<file path="config.mk">
export PLATFORM = sky130hd
export DESIGN_NAME = dmem_arbiter_ctrl
export DESIGN_NICKNAME = d
export VERILOG_FILES = /design/src/rtl/dmem_ctrl_pkg.sv /design/src/rtl/dmem_prio_arb.sv /design/src/rtl/dmem_arbiter_ctrl.sv
export SDC_FILE = /design/constraint.sdc
export NUM_CORES = 1
export LEC_CHECK = 0
export BUFFER_PORTS_ARGS = -buffer_cell sky130_fd_sc_hd__buf_2
export CAP_MARGIN = 40
export CORE_MARGIN = 5
export CORE_UTILIZATION = 35
export CTS_CLUSTER_SIZE = 40
export DETAILED_ROUTE_END_ITERATION = 8
export PLACE_DENSITY = 0.61
export REMOVE_ABC_BUFFERS = 1
export SKIP_CTS_REPAIR_TIMING = 1
export SYNTH_ARGS = -nofsm -noshare
export SYNTH_HDL_FRONTEND = slang
export SYNTH_SLANG_ARGS = --single-unit
</file>
<file path="constraint.sdc">
create_clock -name clk -period 3.2 [get_ports clk]
set_input_delay 0.64 -clock clk [delete_from_list [all_inputs] [get_ports clk]]
set_output_delay 0.64 -clock clk [all_outputs]
set_load 0.02 [all_outputs]
</file>
<file path="src/rtl/dmem_ctrl_pkg.sv">
// Shared types for the data-memory arbiter/controller.
// Build option: MISALIGN_CHECK_EN (see dmem_arbiter_ctrl).
package dmem_ctrl_pkg;

    typedef enum logic [1:0] {
        IDLE    = 2'd0,
        ISSUE   = 2'd1,
        WAIT_RD = 2'd2
    } dmemState_t;

    typedef enum logic {
        OWN_CORE = 1'b0,
        OWN_AUX  = 1'b1
    } dmemOwner_t;

endpackage

</file>
<file path="src/rtl/dmem_prio_arb.sv">
// Fixed-priority core/aux grant with a starvation counter that forces
// aux ahead once it has waited STARVE_MAX consecutive cycles.
module dmem_prio_arb #(
    parameter int unsigned STARVE_MAX = 8
) (
    input  logic clk,
    input  logic rst,
    input  logic core_req,
    input  logic aux_req,
    input  logic arb_en,
    output logic gnt_core,
    output logic gnt_aux
);

    localparam logic [7:0] STARVE_LIM = 8'(STARVE_MAX);

    logic [7:0] starveCnt;
    logic       auxUrgent;

    // Grant decision: urgent aux beats core, otherwise core beats aux.
    always_comb begin
        gnt_core  = 1'b0;
        gnt_aux   = 1'b0;
        auxUrgent = aux_req && (starveCnt == STARVE_LIM);
        if (arb_en) begin
            if (auxUrgent) begin
                gnt_aux = 1'b1;
            end else if (core_req) begin
                gnt_core = 1'b1;
            end else if (aux_req) begin
                gnt_aux = 1'b1;
            end
        end
    end

    // Count consecutive cycles aux waits; clear on its grant or when it is idle.
    always_ff @(posedge clk or negedge rst) begin
        if (!rst) begin
            starveCnt <= '0;
        end else if (!aux_req || gnt_aux) begin
            starveCnt <= '0;
        end else if (starveCnt != STARVE_LIM) begin
            starveCnt <= starveCnt + 8'd1;
        end
    end

endmodule

</file>
<file path="src/rtl/dmem_arbiter_ctrl.sv">
// Data-memory sequencer shared by the Memory stage (core) and an aux port.
// req/ready/rvalid handshake toward memory, stall toward the hazard unit.
// Build option: MISALIGN_CHECK_EN adds core_err and rejects misaligned
// core accesses without touching memory.
module dmem_arbiter_ctrl
    import dmem_ctrl_pkg::*;
#(
    parameter int unsigned ADDR_W     = 32,
    parameter int unsigned DATA_W     = 32,
    parameter int unsigned STARVE_MAX = 8
) (
    input  logic              clk,
    input  logic              rst,
    input  logic              core_req,
    input  logic              core_we,
    input  logic [ADDR_W-1:0] core_addr,
    input  logic [DATA_W-1:0] core_wdata,
    output logic              core_stall,
    output logic              core_done,
    output logic [DATA_W-1:0] core_rdata,
`ifdef MISALIGN_CHECK_EN
    output logic              core_err,
`endif
    input  logic              aux_req,
    input  logic              aux_we,
    input  logic [ADDR_W-1:0] aux_addr,
    input  logic [DATA_W-1:0] aux_wdata,
    output logic              aux_done,
    output logic [DATA_W-1:0] aux_rdata,
    output logic              mem_req,
    output logic              mem_we,
    output logic [ADDR_W-1:0] mem_addr,
    output logic [DATA_W-1:0] mem_wdata,
    input  logic              mem_ready,
    input  logic              mem_rvalid,
    input  logic [DATA_W-1:0] mem_rdata
);

    dmemState_t        state, nextState;
    dmemOwner_t        ownerQ;
    logic              weQ;
    logic [ADDR_W-1:0] addrQ;
    logic [DATA_W-1:0] wdataQ;
    logic              coreDoneQ, auxDoneQ;
    logic [DATA_W-1:0] coreRdataQ, auxRdataQ;
    logic              arbEn, gntCore, gntAux;
    logic              opComplete, misalign;

    // The done cycle is spent in IDLE with arbitration held off, so a
    // request still asserted for the finished access is not reissued.
    assign arbEn = (state == IDLE) && !coreDoneQ && !auxDoneQ;

    dmem_prio_arb #(
        .STARVE_MAX(STARVE_MAX)
    ) uArb (
        .clk      (clk),
        .rst      (rst),
        .core_req (core_req),
        .aux_req  (aux_req),
        .arb_en   (arbEn),
        .gnt_core (gntCore),
        .gnt_aux  (gntAux)
    );

    // Next-state and completion decode.
    always_comb begin
        nextState  = state;
        opComplete = 1'b0;
        misalign   = 1'b0;
        unique case (state)
            IDLE: begin
                if (gntCore || gntAux) begin
                    nextState = ISSUE;
                end
`ifdef MISALIGN_CHECK_EN
                if (gntCore && (core_addr[1:0] != 2'b00)) begin
                    nextState = IDLE;
                    misalign  = 1'b1;
                end
`endif
            end
            ISSUE: begin
                if (mem_ready) begin
                    if (weQ) begin
                        opComplete = 1'b1;
                        nextState  = IDLE;
                    end else begin
                        nextState = WAIT_RD;
                    end
                end
            end
            WAIT_RD: begin
                if (mem_rvalid) begin
                    opComplete = 1'b1;
                    nextState  = IDLE;
                end
            end
            default: nextState = IDLE;
        endcase
    end

    // State register.
    always_ff @(posedge clk or negedge rst) begin
        if (!rst) begin
            state <= IDLE;
        end else begin
            state <= nextState;
        end
    end

    // Latch the granted request so memory sees stable signals until accepted.
    always_ff @(posedge clk or negedge rst) begin
        if (!rst) begin
            ownerQ <= OWN_CORE;
            weQ    <= 1'b0;
            addrQ  <= '0;
            wdataQ <= '0;
        end else if (state == IDLE && nextState == ISSUE) begin
            if (gntAux) begin
                ownerQ <= OWN_AUX;
                weQ    <= aux_we;
                addrQ  <= aux_addr;
                wdataQ <= aux_wdata;
            end else begin
                ownerQ <= OWN_CORE;
                weQ    <= core_we;
                addrQ  <= core_addr;
                wdataQ <= core_wdata;
            end
        end
    end

    // Registered done pulses and per-owner read data capture.
    always_ff @(posedge clk or negedge rst) begin
        if (!rst) begin
            coreDoneQ  <= 1'b0;
            auxDoneQ   <= 1'b0;
            coreRdataQ <= '0;
            auxRdataQ  <= '0;
        end else begin
            coreDoneQ <= (opComplete && ownerQ == OWN_CORE) || misalign;
            auxDoneQ  <= opComplete && ownerQ == OWN_AUX;
            if (opComplete && state == WAIT_RD) begin
                if (ownerQ == OWN_AUX) begin
                    auxRdataQ <= mem_rdata;
                end else begin
                    coreRdataQ <= mem_rdata;
                end
            end
        end
    end

`ifdef MISALIGN_CHECK_EN
    logic coreErrQ;

    // Error flag pulses alongside the core done for a rejected access.
    always_ff @(posedge clk or negedge rst) begin
        if (!rst) begin
            coreErrQ <= 1'b0;
        end else begin
            coreErrQ <= misalign;
        end
    end

    assign core_err = coreErrQ;
`endif

    assign mem_req    = (state == ISSUE);
    assign mem_we     = (state == ISSUE) && weQ;
    assign mem_addr   = addrQ;
    assign mem_wdata  = wdataQ;
    assign core_done  = coreDoneQ;
    assign aux_done   = auxDoneQ;
    assign core_rdata = coreRdataQ;
    assign aux_rdata  = auxRdataQ;
    assign core_stall = core_req && !coreDoneQ;

endmodule

</file>
==> metrics.md <==
| Metric | Value |
|---|---|
| Setup crit end | mem_addr[15]$_DFFE_PN0P_ |
| Setup TNS | 0 ns |
| Worst path most repeated cell | mux2_2 |
| Critical path launch point type | register |
| Antenna Cells | 0 |
| Fin cells | between 900 and 1,000 |
| Gp weighted congestion | 0.7660 |
| Lkg Pwr | between 4 and 5 nW |
| Top cell type by total area after synthesis | dfrtp_1 |
| Vias per cell | 4.635 |
| Levels on crit path | 6 |
| Dpl cells | 938 |
| Drt pass-1 iters | 4 |
| Final Cycle Share | just over 80% |
| Hold_ws | approximately 0.18 ns |
| Num CTS Buffers | 17 |
| Drt total wl | between 15,000 and 20,000 microns |
| Vias | roughly 4,500 |
| Worst setup EP type | register |
| Clock-pin transition on the worst setup and hold timing paths | about 0.070 ns |
| Root buffer cell | clkbuf_16 |
| Port bufs | 300 |
| Worst vdd ir | ~490 uV |
| Crit Reg-Reg Startpoint | uArb.starveCnt[5]$_DFFE_PN0P_ |
| Max Slew Vio Count | 0 |
| Vias in the first global route | 4,868 |
| Starting Density | a little over a third |
| Worst Hold Class | input pin to asynchronous set/reset pin |
| Post-Syn Area | around 6300 sq um |
| Yosys reg bits | 142 |
| Worst Setup SP | uArb.starveCnt[5]$_DFFE_PN0P_ |
| Iter 0 DRT Violations | 87 |
| CTS tree | built |
| Clock sinks | ~140 |
| Final setup fails | 0 |
| Hold Violations, Final | 0 |
| Synth warn | 0 |
| WS Path Type | register to register |
| Clk_skew | between 0.006 and 0.007 ns |
| Synth top area share | between 50 and 60% |
| DP HPWL | 12,070 microns |
| Min Tclk post-route | 2.595 ns |
| Synth Instances | 422 |
| Relative slew margins | between 60% and 70% |
| Top post-synthesis cells by area | dfrtp_1 57%, mux2_2 29%, mux2_1 5.4% |
| DRC violations left | 0 |
| P&R area growth vs syn | 37.23% |
| Layout cell share with drive strength beyond 1 | between 60% and 70% |
| Grt ovf | 0 |
| Synth cell types | 29 |
| WP buf/inv | 1 |
| RSZ-0062 raised after global routing | false |
| Worst-skew pair later-pin latency | between 0.4 and 0.5 ns |
| Reg2Reg Depth | 6 |
| Die height | ~140 microns |
| Max-Cap Viols | 0 |
| Status | completed |
| Nets | about 900 |
| Core Rows | 49 |
| CP Max Fanout | 22 |
| WL/cell | approximately 16 microns |
| Reg2Reg Setup Slack | between 0.6 and 0.7 ns |
| Final Instance Area | about 8600 sq um |
| Initial antenna violation count | 2 |
| Slew @ Worst Pin | between 0.5 and 0.6 ns |
| Sequential element share of the synthesized area | ~57% |
| CP max-delay cell | a2111oi_4 |
| # H-tree levels | 4 |
| Critical Path AT | a little under 3 ns |
| DIE AREA | ~21,000 sq um |
| First-pass GRT wire length | approximately 24,000 microns |
| Post-route antenna net violation count | 0 |
| Mapped Avg Cell Area | around 15 sq um |
| Number of fill cells in the layout | approximately 1,600 |
| Die Wd | roughly 140 microns |
| Worst flop-to-flop path endpoint | mem_addr[15]$_DFFE_PN0P_ |
| Crit-path cells | nor4_2 > nand4b_2 > a2111oi_4 > buf_4 > mux2_2 > mux2_2 |
| Slowest stage delay, CP | approximately 0.5 ns |
| Pwr dens | ~930 nW/um^2 |
| Critical path's top delay family | multiplexers |
| I/O pin count | around 300 |
| Largest net degree at the start of global routing | between 60 and 70 |
| CP required | about 3.5 ns |
| CORE AREA | around 18,000 sq um |
| Placed Area | about 8100 sq um |
| CTS max path bufs | 2 |
| Total GRT Usage | between 10% and 20% |
| Max Freq | just under 400 MHz |
-- report_power, final --
group | switching [mW] | internal (mW) | total (mW)
registers | 0.317 | 2.45 | 2.77
clock network | 0.831 | 1.04 | 1.87
logic | 1.84 | 1.57 | 3.42
total | 2.99 | 5.07 | 8.06
-- Yosys cell counts, drive strengths merged --
cell,instances
a211oi,1
nor2b,5
inv,5
o21ai,1
a2111oi,1
a21oi,4
nor2,10
xor2,4
and2,2
mux2,194
nand2,6
dfrtp,142
nor3,3
clkbuf,5
nand4b,1
buf,16
a32oi,1
nand2b,3
mux2i,2
xnor2,2
nor4,1
ha,6
and3,2
a31oi,1
nand3,4
-- final cells by class --
cell class	count	area (sq um)	share of cell area [%]
Clock buffer	18	439.2	5.089
Inverter	5	18.77	0.2175
Multi-Input combinational cell	254	2616	30.32
Tap cell	229	286.5	3.320
Sequential cell	142	3553	41.18
Clock inverter	14	122.6	1.421
Timing Repair Buffer	308	1593	18.46
-- cell families after synthesis --
family / count (synthesis) / synth area share [%]
AND/OR/NAND/NOR: 37 / 3.144
adder cells (fa/ha/maj): 6 / 1.194
buffers and inverters: 26 / 2.069
multiplexers: 196 / 35.06
XOR/XNOR: 6 / 0.8356
AO/OA/AOI/OAI: 9 / 1.194
flip-flops: 142 / 56.51
-- state kept, by name, summed over array words and instances (netlist names) --
register / cells
aux_rdata: 32
core_rdata: 32
mem_addr: 32
mem_wdata: 32
uArb.starveCnt: 8
state: 2
aux_done: 1
core_done: 1
ownerQ: 1
weQ: 1
-- layout by cell type (no fill, tap or decap), drive strengths merged, types with 5 or more instances in the layout --
cell type,instances
dfrtp,142
nand2,6
nor2b,5
mux2,194
clkbuf,18
nor2,10
buf,308
ha,6
inv,14
-- worst min-delay path by stage --
stage | from | end | cells after the start
finish | rst | aux_rdata[16]$_DFFE_PN0P_ | 1
global route | rst | core_rdata[16]$_DFFE_PN0P_ | 1
CTS | rst | aux_rdata[30]$_DFFE_PN0P_ | 1
detailed placement | ownerQ$_DFFE_PN0P_ | core_done$_DFF_PN0_ | 1
global placement | ownerQ$_DFFE_PN0P_ | core_done$_DFF_PN0_ | 1
floorplan | rst | aux_done$_DFF_PN0_ | 0
-- layer usage --
layer  up-vias  routed length (microns)  share of wire, %  track usage (%)
met5         -                       20              0.13                0
met4         2                      157               1.0            4.311
met3        15                     2243                14            7.903
met2       215                     7678                49            25.72
met1      2149                     5612                36            15.29
li1       2115                        -                 -                -
-- through the flow --
| stage | utilization [%] | setup WS (ns) | power, mW |
|---|---|---|---|
| floorplan | - | -1.692 | 4.923 |
| global placement | 45.22 | 0.6785 | 6.190 |
| detailed placement | 45.22 | 0.5679 | 6.292 |
| CTS | 48.37 | 0.5662 | 8.209 |
| global route | 48.37 | 0.4794 | 8.556 |
| finish | 48.37 | 0.6046 | 8.058 |
(Power assumes the default switching activity.)
